[src/rtl/decode_issue_arbiter.sv]
// Two-thread round-robin issue arbiter in front of a credited decoder.
// Ports: per-thread valid/payload in, ready out; registered issue payload,
// enable, major ID, credit count and sticky credit overflow flag out.
module decode_issue_arbiter #(
  parameter int addressWidth            = 64,
  parameter int instructionWidth        = 32,
  parameter int PidSize                 = 20,
  parameter int TidSize                 = 16,
  parameter int instructionCounterWidth = 64,
  parameter int creditDepth             = 4
) (
  input  logic                               clock_i,
  input  logic                               reset_i,
  input  logic                               t0Valid_i,
  input  logic                               t1Valid_i,
  input  logic [instructionWidth-1:0]        t0Instruction_i,
  input  logic [instructionWidth-1:0]        t1Instruction_i,
  input  logic [addressWidth-1:0]            t0Address_i,
  input  logic [addressWidth-1:0]            t1Address_i,
  input  logic                               t0Is64Bit_i,
  input  logic                               t1Is64Bit_i,
  input  logic [PidSize-1:0]                 t0Pid_i,
  input  logic [PidSize-1:0]                 t1Pid_i,
  input  logic [TidSize-1:0]                 t0Tid_i,
  input  logic [TidSize-1:0]                 t1Tid_i,
  output logic                               t0Ready_o,
  output logic                               t1Ready_o,
  input  logic                               stall_i,
  input  logic                               flush_i,
  input  logic                               creditReturn_i,
  output logic                               enable_o,
  output logic [instructionWidth-1:0]        instruction_o,
  output logic [addressWidth-1:0]            address_o,
  output logic                               is64Bit_o,
  output logic [PidSize-1:0]                 pid_o,
  output logic [TidSize-1:0]                 tid_o,
  output logic [instructionCounterWidth-1:0] majId_o,
  output logic [2:0]                         credits_o,
  output logic                               creditError_o
);

  typedef enum logic {
    RUN   = 1'b0,
    DRAIN = 1'b1
  } state_e;

  localparam logic [2:0] Depth = 3'(creditDepth);

  typedef logic [instructionCounterWidth-1:0] maj_t;

  state_e                      state_q, state_d;
  logic [2:0]                  credits_q, credits_d;
  logic                        err_q, err_d;
  logic                        last_q, last_d;
  maj_t                        cnt_q, cnt_d;
  logic                        en_q, en_d;
  maj_t                        maj_q, maj_d;
  logic [instructionWidth-1:0] ins_q, ins_d;
  logic [addressWidth-1:0]     adr_q, adr_d;
  logic                        b64_q, b64_d;
  logic [PidSize-1:0]          pid_q, pid_d;
  logic [TidSize-1:0]          tid_q, tid_d;

  logic grantable;
  logic pick1;
  logic grant0;
  logic grant1;
  logic grant;

  // last_q=1 means thread 1 won the previous grant.
  always_comb begin
    grantable = (state_q == RUN) &&
                !stall_i &&
                !flush_i &&
                (credits_q != 3'd0) &&
                !reset_i;
    pick1  = t1Valid_i &&
             (!t0Valid_i || !last_q);
    grant1 = grantable && pick1;
    grant0 = grantable && t0Valid_i && !pick1;
    grant  = grant0 | grant1;
  end

  always_comb begin
    credits_d = credits_q;
    err_d     = err_q;
    if (grant && !creditReturn_i) begin
      credits_d = credits_q - 3'd1;
    end else if (!grant && creditReturn_i) begin
      // A return with every credit already home is dropped and flagged.
      if (credits_q == Depth) begin
        err_d = 1'b1;
      end else begin
        credits_d = credits_q + 3'd1;
      end
    end
  end

  always_comb begin
    state_d = state_q;
    unique case (state_q)
      RUN: begin
        if (flush_i) begin
          state_d = DRAIN;
        end
      end
      DRAIN: begin
        if (credits_d == Depth) begin
          state_d = RUN;
        end
      end
      default: state_d = RUN;
    endcase
  end

  always_comb begin
    last_d = last_q;
    cnt_d  = cnt_q;
    en_d   = grant;
    maj_d  = maj_q;
    ins_d  = ins_q;
    adr_d  = adr_q;
    b64_d  = b64_q;
    pid_d  = pid_q;
    tid_d  = tid_q;
    if (grant) begin
      last_d = grant1;
      maj_d  = cnt_q;
      cnt_d  = cnt_q + maj_t'(1);
      unique case (1'b1)
        grant1: begin
          ins_d = t1Instruction_i;
          adr_d = t1Address_i;
          b64_d = t1Is64Bit_i;
          pid_d = t1Pid_i;
          tid_d = t1Tid_i;
        end
        default: begin
          ins_d = t0Instruction_i;
          adr_d = t0Address_i;
          b64_d = t0Is64Bit_i;
          pid_d = t0Pid_i;
          tid_d = t0Tid_i;
        end
      endcase
    end
  end

  always_ff @(posedge clock_i) begin
    if (reset_i) begin
      state_q   <= RUN;
      credits_q <= Depth;
      err_q     <= 1'b0;
      last_q    <= 1'b1;
      cnt_q     <= '0;
      en_q      <= 1'b0;
      maj_q     <= '0;
      ins_q     <= '0;
      adr_q     <= '0;
      b64_q     <= 1'b0;
      pid_q     <= '0;
      tid_q     <= '0;
    end else begin
      state_q   <= state_d;
      credits_q <= credits_d;
      err_q     <= err_d;
      last_q    <= last_d;
      cnt_q     <= cnt_d;
      en_q      <= en_d;
      maj_q     <= maj_d;
      ins_q     <= ins_d;
      adr_q     <= adr_d;
      b64_q     <= b64_d;
      pid_q     <= pid_d;
      tid_q     <= tid_d;
    end
  end

  assign t0Ready_o     = grant0;
  assign t1Ready_o     = grant1;
  assign enable_o      = en_q;
  assign instruction_o = ins_q;
  assign address_o     = adr_q;
  assign is64Bit_o     = b64_q;
  assign pid_o         = pid_q;
  assign tid_o         = tid_q;
  assign majId_o       = maj_q;
  assign credits_o     = credits_q;
  assign creditError_o = err_q;

endmodule

[config.mk]
export PLATFORM = sky130hd
export DESIGN_NAME = decode_issue_arbiter
export DESIGN_NICKNAME = d
export VERILOG_FILES = /design/src/rtl/decode_issue_arbiter.sv
export SDC_FILE = /design/constraint.sdc
export NUM_CORES = 1
export LEC_CHECK = 0
export ABC_AREA = 1
export BUFFER_PORTS_ARGS = -buffer_cell sky130_fd_sc_hd__buf_2
export CAP_MARGIN = 10
export CORE_AREA = 4 4 181 183
export DETAILED_ROUTE_END_ITERATION = 16
export DIE_AREA = 0 0 185 187
export PLACE_DENSITY = 0.67
export RECOVER_POWER = 100
export SKIP_CTS_REPAIR_TIMING = 1
export SLEW_MARGIN = 20
export SYNTH_ARGS = -nofsm -noshare
export SYNTH_HDL_FRONTEND = slang
export SYNTH_SLANG_ARGS = --single-unit
[constraint.sdc]
create_clock -name clock_i -period 1.6 [get_ports clock_i]
set_input_delay 0.32 -clock clock_i [delete_from_list [all_inputs] [get_ports clock_i]]
set_output_delay 0.32 -clock clock_i [all_outputs]
set_load 0.01 [all_outputs]
==> results of run 1 <==
==> sequential cells by signal, summed over array words and instances, names as in the netlist <==
register,cells
enable_o,1
tid_o,16
credits_o,3
creditError_o,1
majId_o,64
address_o,64
instruction_o,32
last_q,1
cnt_q,64
is64Bit_o,1
pid_o,20
state_q,1
==> cells in the mapped netlist <==
master and number:
clkinv_1 1, nand4_1 16, nor2_1 324, o21ai_0 66, xnor2_1 3, nor2_4 1
inv_1 88, nor3_1 148, nor2_2 4, ha_1 4, nand2_1 233, and3_1 2
o21a_1 1, a31oi_1 4, dfxtp_1 268, o21ai_4 1, buf_2 46, nand3_1 179
nand3b_1 1, xor2_1 22, buf_4 8, buf_1 14, nand2_4 1, o21ai_1 12
nand3_2 1, a21oi_4 1, nor3b_1 1, or2_2 1, a21oi_1 83, clkbuf_1 55
a211oi_1 1, inv_2 2, and2_1 6, o31ai_1 133
==> layout make-up <==
class | count | area, sq um
sequential | 268 | 5410
timing repair buffer | 723 | 5150
tap | 402 | 503
clock inverter | 6 | 108
inverter | 91 | 352
clock buffer | 45 | 898
multi-input combinational | 1251 | 7330
antenna | 6 | 15.0
fill | 2804 | 11500
==> final timing paths <==
check,cells after the start,from,endpoint
worst max-delay path,8,credits_o[1]$_SDFF_PP0_,t1Ready_o
worst min-delay path,3,flush_i,state_q$_SDFF_PP0_
worst max register to register,12,credits_o[1]$_SDFF_PP0_,cnt_q[7]$_SDFFE_PP0P_
worst min register to register,2,last_q$_SDFFE_PP1P_,last_q$_SDFFE_PP1P_
==> kinds of logic (layout without fill, tap and decap cells) <==
group / count (synthesis) / in the layout
AO/OA/AOI/OAI: 302 / 304
buffers and inverters: 214 / 865
adder cells (fa/ha/maj): 4 / 4
XOR/XNOR: 25 / 25
AND/OR/NAND/NOR: 918 / 918
other: 0 / 6
flip-flops: 268 / 268
==> power breakdown <==
group          internal (mW)  switching, mW  leakage, nW  total [mW]
combinational           1.11           1.40         5.10        2.51
sequential              6.93          0.155         2.18        7.09
clock                   4.31           2.84        0.491        7.15
total                   12.4           4.40         7.78        16.7
==> routing by layer <==
layer  routed length [um]  vias to the layer above
li1                     -                     7172
met1                22500                     7204
met2                26000                      748
met3                 4870                      136
met4                 2020                       10
met5                   50                        -
==> worst reg2reg max path: cells and delay by family (launching register included) <==
| kind | cells | cell delay, ns |
|---|---|---|
| buf+inv | 5 | 0.57 |
| fa+ha+maj | 1 | 0.16 |
| compound gates | 2 | 0.38 |
| flops | 1 | 0.36 |
| simple gates | 4 | 0.38 |
==> results.json, run 1 <==
{
  "htree_num_levels": 1,
  "hold_class": "in -> reg",
  "synth_top_area_cell": "dfxtp_1",
  "fin_setup_tns_ns": -57.68,
  "place_inst": 2660,
  "synth.area.mux_share_pct": 0,
  "dp_slack_ns": -0.242,
  "hold_viol": 0,
  "yosys.area_share.simple_pct": 32.0,
  "netlist_area_sq_mm": 0.0124,
  "skew_ns": 0.0126,
  "die_area_sq_mm": 0.0346,
  "synth_xor_area_share_pct": 1.77,
  "slew_violations": 0,
  "grt_use_total_pct": 26.0,
  "slew_headroom_pct": 53.1,
  "utilization_pct": 63.3,
  "power.total_mw": 16.7,
  "worst-setup-path-type": "reg -> out",
  "numCtsBuffers": 30,
  "fin_ws_ns": -0.548,
  "yosysTopAreaCellShare_pct": 43.4,
  "vias": 15300,
  "antenna_found_initial": 11,
  "whs_ns": 0.0294,
  "violations": "negative setup slack",
  "final_area_sq_mm": 0.0198,
  "rsz0062_at_grt": "true",
  "outcome": "finished, violations left",
  "synth_nets": 2008,
  "cp-start-kind": "register",
  "cts_tree": "yes",
  "fmax_mhz": 466,
  "p_per_area_mw_per_mm2": 847,
  "final_nets": 2642,
  "synthCells": 1731,
  "path_clk_slew_ns": 0.06,
  "root_buffer": "clkbuf_16",
  "wl_per_cell_um": 19.9,
  "ir_drop_mv": 0.859,
  "synthAdderAreaFrac_pct": 0.405,
  "dr.pass1.iters": 5,
  "grt_pass1_vias": 13500,
  "synth_compound_area_share_pct": 15.2,
  "yosysWarnings": 0,
  "cts.sinks": 268,
  "chipWidth_um": 185,
  "routabilityCongestion": 0.938,
  "rows": 65,
  "grt_first_pass_wirelength_um": 73500,
  "cpMaxStageDelayCell": "dfxtp_4",
  "path_buf_inv": 4,
  "initial_core_util_pct": 39.6,
  "viasPerCell": 5.47,
  "drt_wl_total_um": 55400,
  "crit_fanout": 5,
  "cp_top_family": "buffers and inverters",
  "tightestPinTransition_ns": 0.704,
  "worstSetupEndpointType": "primary output",
  "clock_latency_ns": 0.56,
  "final_cell_mix": "286 x nor2_1, 273 x buf_2, 246 x dfxtp_1",
  "layout-drive-gt1-share_pct": 33.7,
  "yosysSeqAreaShare_pct": 43.4,
  "r2r_setup_slack_ns": -0.37,
  "fin_crit_sh_pct": 134,
  "met1_usage_pct": 33.8,
  "yosys-top-cells-area": "dfxtp_1 43%, nor2_1 9.8%, o31ai_1 8.1%, nand3_1 7.2%, nand2_1 7.1%",
  "grt-busiest-layer": "met2",
  "min_period_ns": 2.15,
  "ys_types": 34,
  "ys_seq_elements": 268,
  "cp_common_cell": "buf_6",
  "numPortBuffers": 476,
  "ant_nets": 0,
  "cpPeakStageDelay_ns": 0.36,
  "setup_viol": 270,
  "arrival_ns": 1.83,
  "grt_overflow_total": 0,
  "crit_chain": "inv_4 > ha_4 > nand2_4 > nand3_4 > buf_6 > nor2_4 > buf_12 > buf_6",
  "final_cells": 2792,
  "synth_top_family_by_area": "simple AND/OR/NAND/NOR gates",
  "met2_usage_pct": 43.5,
  "max_cap_viol_count": 0,
  "dpl.hpwl_um": 37300,
  "met3_usage_pct": 5.70,
  "core_area_sq_mm": 0.0312,
  "p_leak_nw": 7.78,
  "grt_max_degree": 65,
  "area_growth_syn_to_layout_pct": 59.9,
  "clock_path_buffers": 3,
  "io_pins": 477,
  "drc": 0,
  "die_y_um": 187,
  "dpl-instance-area_sq_mm": 0.0164,
  "syn_avg_cell_area_sq_um": 7.14,
  "layout_commonest_cell": "nor2_1",
  "drt-initial-drc-count": 1141,
  "worstPathRequired_ns": 1.28
}
Note: power is estimated with default switching activity, not from simulation.
==> run 2, diff against run 1 <==
CORE_AREA = 4 4 183 185   (was 4 4 181 183)
DIE_AREA = 0 0 187 189   (was 0 0 185 187)
GPL_ROUTABILITY_DRIVEN = 0   (was not set)
PLACE_DENSITY = 0.63   (was 0.67)
clock period = 2.2 ns   (was 1.6 ns; I/O delays follow)
==> results.json, run 2 (synthesis results as in run 1) <==
{
  "outcome": "finished, violations left",
  "violations": "negative setup slack",
  "skew_ns": 0.00823,
  "cp-start-kind": "register",
  "wl_per_cell_um": 18.9,
  "crit_chain": "inv_2 > ha_4 > nand2_4 > nand3_4 > buf_16 > nor2_4 > buf_12 > buf_6",
  "slew_headroom_pct": 59.7,
  "grt_first_pass_wirelength_um": 73700,
  "core_area_sq_mm": 0.0320,
  "cts_tree": "yes",
  "root_buffer": "clkbuf_16",
  "cpPeakStageDelay_ns": 0.33,
  "multi_input_area_sq_mm": 0.00614,
  "hold_class": "in -> reg",
  "numCtsBuffers": 31,
  "cpMaxStageDelayCell": "dfxtp_2",
  "final_area_sq_mm": 0.0163,
  "fin_crit_sh_pct": 102,
  "crit_fanout": 6,
  "rows": 66,
  "ir_drop_mv": 0.543,
  "dr.pass1.iters": 5,
  "final_cells": 2624,
  "clock_latency_ns": 0.56,
  "tightestPinTransition_ns": 0.603,
  "path_buf_inv": 4,
  "io_pins": 477,
  "cp_top_family": "buffers and inverters",
  "final_nets": 2463,
  "p_per_area_mw_per_mm2": 707,
  "cts.sinks": 268,
  "drt-initial-drc-count": 958,
  "p_leak_nw": 6.25,
  "fin_ws_ns": -0.0445,
  "rsz0062_at_grt": "true",
  "worstPathRequired_ns": 1.76,
  "fmax_mhz": 446,
  "dp_slack_ns": -0.0367,
  "numPortBuffers": 476,
  "antenna_found_initial": 14,
  "ant_nets": 0,
  "die_y_um": 189,
  "slew_violations": 0,
  "max_cap_viol_count": 0,
  "fillers": 3318,
  "dpl.hpwl_um": 36100,
  "grt_pass1_vias": 12800,
  "grt_use_total_pct": 25.6,
  "die_area_sq_mm": 0.0353,
  "htree_num_levels": 1,
  "min_period_ns": 2.24,
  "chipWidth_um": 187,
  "viasPerCell": 5.24,
  "dpl-instance-area_sq_mm": 0.0153,
  "area_growth_syn_to_layout_pct": 32.0,
  "power.total_mw": 11.5,
  "layout_commonest_cell": "nor2_1",
  "regArea_sq_mm": 0.00537,
  "worst-setup-path-type": "reg -> out",
  "grt_overflow_total": 0,
  "place_inst": 2543,
  "hold_viol": 0,
  "final_cell_mix": "324 x nor2_1, 273 x buf_2, 266 x dfxtp_1",
  "vias": 13700,
  "drc": 0,
  "clock_path_buffers": 3,
  "initial_core_util_pct": 38.6,
  "grt_max_degree": 100,
  "arrival_ns": 1.80,
  "layout-drive-gt1-share_pct": 18.5,
  "worstSetupEndpointType": "primary output",
  "setup_viol": 1,
  "path_clk_slew_ns": 0.06,
  "drt_wl_total_um": 49500
}
==> run 2: cell types whose count changed in the layout (fill, tap and decap cells not counted), moves of 27 or more <==
cell     previous run  this run
buf_4             157        47
nand3_1           147       178
nand3_2            30         1
nor2_1            286       324
o21ai_0            35        65
o31ai_1            80       133
o31ai_4            27         0
==> run 2: final cells by class <==
| cell class | instances | area share, % |
|---|---|---|
| Multi-Input combinational cell | 1249 | 37.7 |
| Antenna cell | 8 | 0.123 |
| Timing Repair Buffer | 545 | 18.1 |
| Clock buffer | 50 | 5.75 |
| Tap cell | 408 | 3.13 |
| Clock inverter | 5 | 0.176 |
| Inverter | 91 | 2.13 |
| Sequential cell | 268 | 32.9 |
==> run 2: worst paths after layout <==
| check | from | endpoint | slack [ns] | cells past startpoint |
|---|---|---|---|---|
| max | credits_o[0]$_SDFF_PP0_ | t1Ready_o | -0.04 | 8 |
| max reg2reg | credits_o[0]$_SDFF_PP0_ | cnt_q[7]$_SDFFE_PP0P_ | 0.13 | 11 |
| min | flush_i | state_q$_SDFF_PP0_ | 0.17 | 3 |
| min reg2reg | last_q$_SDFFE_PP1P_ | last_q$_SDFFE_PP1P_ | 0.46 | 2 |
==> run 2: power by group <==
| group | leakage (nW) | internal [mW] | switching, mW | total [mW] |
|---|---|---|---|---|
| registers | 2.17 | 5.04 | 0.105 | 5.15 |
| clock network | 0.479 | 2.88 | 2.07 | 4.95 |
| logic | 3.60 | 0.571 | 0.856 | 1.43 |
| total | 6.25 | 8.49 | 3.03 | 11.5 |
==> run 2: tightest hold or removal path, delay by kind of cell <==
| family | cells | cell delay (ns) |
|---|---|---|
| buf+inv | 1 | 0.10 |
| simple gates | 1 | 0.09 |
| compound gates | 1 | 0.07 |
==> run 2: stage by stage <==
stage	hold WS, ns	util, %	setup TNS [ns]
2_1_floorplan	0.433	-	0
3_3_place_gp	0.440	47.8	-0.0632
3_5_place_dp	0.446	47.8	-0.401
4_1_cts	0.128	50.8	-0.829
5_1_grt	0.165	50.9	-0.575
6_report	0.165	50.9	-0.0445
==> run 2: routing by layer <==
| metal | routed length (um) | up-vias | track usage, % |
|---|---|---|---|
| li1 | - | 6785 | - |
| met1 | 21100 | 6323 | 32.8 |
| met2 | 22600 | 538 | 42.4 |
| met3 | 4220 | 87 | 7.25 |
| met4 | 1510 | 12 | 7.39 |
| met5 | 82 | - | 0 |
